===== config.mk =====
export PLATFORM = sky130hd
export DESIGN_NAME = jk_reg_bank
export DESIGN_NICKNAME = d
export VERILOG_FILES = /design/src/rtl/jk_reg_bank.sv
export SDC_FILE = /design/constraint.sdc
export NUM_CORES = 1
export LEC_CHECK = 0
export CORE_MARGIN = 5
export CORE_UTILIZATION = 45
export CTS_CLUSTER_DIAMETER = 30
export DETAILED_ROUTE_END_ITERATION = 10
export PLACE_DENSITY = 0.71
export SYNTH_ARGS = -nofsm -noshare
export SYNTH_HDL_FRONTEND = slang
export SYNTH_SLANG_ARGS = --single-unit

===== constraint.sdc =====
create_clock -name clk -period 9.5 [get_ports clk]
set_input_delay 1.9 -clock clk [delete_from_list [all_inputs] [get_ports clk]]
set_output_delay 1.9 -clock clk [all_outputs]
set_load 0.02 [all_outputs]

===== src/rtl/jk_reg_bank.sv =====
// jk_reg_bank: bank of WIDTH flip-flops, JK/D/T/SR mode, saturating change counter.
// Ports: clk, rst_n (async low), en, sclr, mode[1:0], j/k[WIDTH], q/qbar[WIDTH],
//        chg_cnt[CNT_W], sr_err (only when JKREG_SR_ERR_EN is defined).
module jk_reg_bank #(
    parameter int WIDTH = 8,
    parameter int CNT_W = 16
) (
    input  logic             clk,
    input  logic             rst_n,
    input  logic             en,
    input  logic             sclr,
    input  logic [1:0]       mode,
    input  logic [WIDTH-1:0] j,
    input  logic [WIDTH-1:0] k,
    output logic [WIDTH-1:0] q,
    output logic [WIDTH-1:0] qbar,
    output logic [CNT_W-1:0] chg_cnt
`ifdef JKREG_SR_ERR_EN
    ,
    output logic             sr_err
`endif
);

    localparam int PC_W  = $clog2(WIDTH + 1);
    localparam int SUM_W = ((CNT_W > PC_W) ? CNT_W : PC_W) + 1;

    logic [WIDTH-1:0] r_q;
    logic [WIDTH-1:0] r_qbar;
    logic [CNT_W-1:0] r_cnt;

    logic [WIDTH-1:0] w_next_q;
    logic [WIDTH-1:0] w_diff;
    logic [PC_W-1:0]  w_pc;
    logic [SUM_W-1:0] w_sum;
    logic [CNT_W-1:0] w_cnt_nxt;

    always_comb begin
        w_next_q = r_q;
        unique case (mode)
            2'b00: w_next_q = (j & ~r_q) | (~k & r_q);
            2'b01: w_next_q = j;
            2'b10: w_next_q = r_q ^ j;
            2'b11: w_next_q = (j & ~k) | (r_q & ~(~j & k));
            default: w_next_q = r_q;
        endcase
    end

    assign w_diff = w_next_q ^ r_q;

    always_comb begin
        w_pc = '0;
        for (int i = 0; i < WIDTH; i++) begin
            w_pc = w_pc + PC_W'(w_diff[i]);
        end
    end

    // Widened sum so that even a full-width change cannot wrap a narrow counter.
    assign w_sum     = SUM_W'(r_cnt) + SUM_W'(w_pc);
    assign w_cnt_nxt = (w_sum > SUM_W'({CNT_W{1'b1}})) ? {CNT_W{1'b1}}
                                                        : w_sum[CNT_W-1:0];

    always_ff @(posedge clk or negedge rst_n) begin
        if (!rst_n) begin
            r_q    <= '0;
            r_qbar <= '1;
            r_cnt  <= '0;
        end else if (sclr) begin
            r_q    <= '0;
            r_qbar <= '1;
            r_cnt  <= '0;
        end else if (en) begin
            r_q    <= w_next_q;
            r_qbar <= ~w_next_q;
            r_cnt  <= w_cnt_nxt;
        end
    end

    assign q       = r_q;
    assign qbar    = r_qbar;
    assign chg_cnt = r_cnt;

`ifdef JKREG_SR_ERR_EN
    logic r_sr_err;
    logic w_sr_bad;

    assign w_sr_bad = (mode == 2'b11) && (|(j & k));

    always_ff @(posedge clk or negedge rst_n) begin
        if (!rst_n) begin
            r_sr_err <= 1'b0;
        end else if (sclr) begin
            r_sr_err <= 1'b0;
        end else if (en && w_sr_bad) begin
            r_sr_err <= 1'b1;
        end
    end

    assign sr_err = r_sr_err;
`endif

endmodule


==> results.txt <==
die width: 80.63 µm
drt total wl: 5644 µm
Largest stage delay, worst path: 0.95 ns
Site Rows: 25
Area Overhead vs Synth: 28.09%
Hold WS: 0.5136 ns
Setup violations, final: 0
GR Util All Layers: 18.65%
Mapped Nets: 272
final slew viol count: 0
static leakage: 1.121 nW
Residual DRC: 0
Setup TNS: 0 ns
Min-Delay Path Class: reg2reg
via count: 2055
Worst-Margin Slew: 0.7453 ns
FF-to-FF End: chg_cnt[8]
adder-cell share of the synthesized area: 7.804%
TritonCTS Buffers: 5
origin of the worst setup path: mode[1]
Most used DFF post-synth: dfrtp_1
status: finished, final reports clean
postcts setup bufs: 0
CP top delay family: adder cells
crit path max fanout: 18
Seq cells post-synth: 32
First DRT Iteration DRCs: 153
Synth area leader: dfrtp_1
Final Skew: 0.006364 ns
r2r setup slk: 4.92 ns
first-pass GRT wire length: 9321 µm
largest family of logic cells by synthesized area: compound AO/OA/AOI/OAI gates
CP max stage cell: clkdlybuf4s50_1
critical path launch point type: input pin
Mapped Area: 2245 µm²
# hold bufs at CTS: 0
Layout Nets: 320
R2R cell count: 14
Clock Root Buffer: clkbuf_8
WL/cell: 15.90 µm
WP buf/inv: 3
GR Overflow Total: 0
CP cell instances: clkdlybuf4s50_1 -> nand2b_1 -> a21oi_1 -> o22ai_1 -> a21o_1 -> fa_1 -> fa_1 -> inv_1 -> fa_1 -> inv_1 -> fa_1 -> fa_1 -> a211oi_2 -> nor2_2 -> and3_1 -> a211oi_1
fraction of the cycle the final worst path needs: 74.68%
vias in the first global route: 1809
Cells after Synth: 239
Rel. slew slack: 50.16%
commonest cells after routing, fill and taps aside: clkdlybuf4s50_1 (53), a21oi_1 (24), dfrtp_1 (24), nand2_1 (22), nor2_1 (17)
post-CTS sizing: 0
Area contributors post-synth: dfrtp_1 (27%), dfstp_2 (9.4%), a21oi_1 (5.4%)
# IOs: 54
Tmin final: 7.095 ns
Power Density: 173.0 nW/µm²
# diodes: 0
DRT Pass-1 Iters: 4
Min-Delay Startpoint: qbar[7]
Synth Area in XOR/XNOR: 0.7804%
Synth Area in Compound Gates: 30.82%
area of the multi-input gates: 1297 µm²
Final ANT Viol Nets: 0
fin cells: 355
Reg-to-Reg Start: q[0]
vias per cell: 5.789
fmax: 0.1410 GHz
commonest non-fill, non-tap cell in the layout: clkdlybuf4s50_1
Core ar.: 4786 µm²
Synth cell types: 52
Crit. path cell count: 16
CTS Sinks: 32
htree depth: 2
Crit Path Class: in2reg
CTS Buffer Depth: 2
# fillers: 425
worst vdd ir: 0.0001485 V
sequential cell area: 810.8 µm²
CTS tree: yes
CP Capture Type: register
Synth async-reset ratio: 100.0%
CP Data Required Time: 9.68 ns
Clk Latency, worst-skew pair: 0.28 ns
max_cap viols: 0
port bufs: 53
antenna violations before repair: 0
Placed Instances: 347
PnR Total Power: 0.0004974 W
Hold Vio Cnt, Final: 0
largest net degree at the start of global routing: 33
Ys Warns: 0
most used cell, CP: fa_1
post-DP HPWL: 4170 µm
CTS clk-pin slew, worst paths: 0.07 ns
register area share after synthesis: 36.12%
crit path to: chg_cnt[8]
simple logic cell fraction of the synthesized area: 17.95%
layout cell share with drive strength beyond 1: 11.11%
mux cell area share after synthesis: 0.4459%
die height: 80.63 µm
top-area cell type share of the netlist area: 26.76%
number of synthesized flops with an enable pin: 0
RSZ-0062 raised after global routing: no
Worst EP arrival: 7.28 ns
global placer's final weighted congestion: 0.8323
syn_area_per_cell: 9.392 µm²
initial core utilization: 46.90%
total die area: 6500 µm²
[flip-flops by register name (all words and copies together), names as in the netlist]
register / count
chg_cnt: 16
q: 8
qbar: 8
[per-stage QoR]
step / cell area (µm²) / utilization (%) / setup WS (ns)
6_report: 2875 / 60.08 / 2.405
5_1_grt: 2875 / 60.08 / 2.052
4_1_cts: 2875 / 60.08 / 2.398
3_5_place_dp: 2764 / 57.75 / 2.090
3_3_place_gp: 2764 / 57.75 / 2.236
2_1_floorplan: 2245 / - / 3.326
[synth_stat cells, types with 7 or more instances]
| master | count |
|---|---|
| o31ai_1 | 7 |
| nor2_1 | 17 |
| a21oi_1 | 24 |
| inv_1 | 9 |
| nand2_1 | 22 |
| nand3_1 | 9 |
| o22ai_1 | 10 |
| o211ai_1 | 7 |
| o32a_1 | 7 |
| dfstp_2 | 8 |
| a311oi_1 | 9 |
| a21o_1 | 7 |
| dfrtp_1 | 24 |
[how the worst min path moves through the flow]
stage	depth (start not counted)	slack [ns]	endpoint
after floorplan	2	0.53	qbar[7]
after global placement	2	0.49	qbar[7]
after detailed placement	2	0.50	qbar[7]
after CTS	2	0.51	qbar[7]
after global routing	1	0.53	qbar[6]
final	2	0.51	qbar[7]
[area by class of cell]
cell class	count	share of cell area [%]
clock buffer	5	2.393
multi-input combinational	185	45.13
sequential	32	28.20
tap	67	2.916
inverter	9	1.175
timing repair buffer	54	18.71
clock inverter	3	1.480
[kinds of logic (layout without fill, tap and decap cells)]
family	Yosys count	count (layout)
compound gates	96	96
xor+xnor	2	2
fa+ha+maj	11	11
buf+inv	22	71
flops	32	32
mux	1	1
simple gates	75	75
[worst min-delay path: stages (launching register included)]
cell,delay (ns)
dfstp_2,0.37
nor2_1,0.09
a21oi_1,0.05
[routing by layer]
metal	global-route usage, %	share of wire [%]	vias to the layer above
li1	-	-	1011
met1	28.23	48	996
met2	26.66	46	44
met3	4.372	4.9	4
met4	4.392	0.67	0
met5	0	0	-
[power by group]
group          internal (W)  switching [W]
logic             0.0000954       0.000111
registers          0.000149      0.0000121
clock network     0.0000775      0.0000519
(Power assumes the default switching activity.)
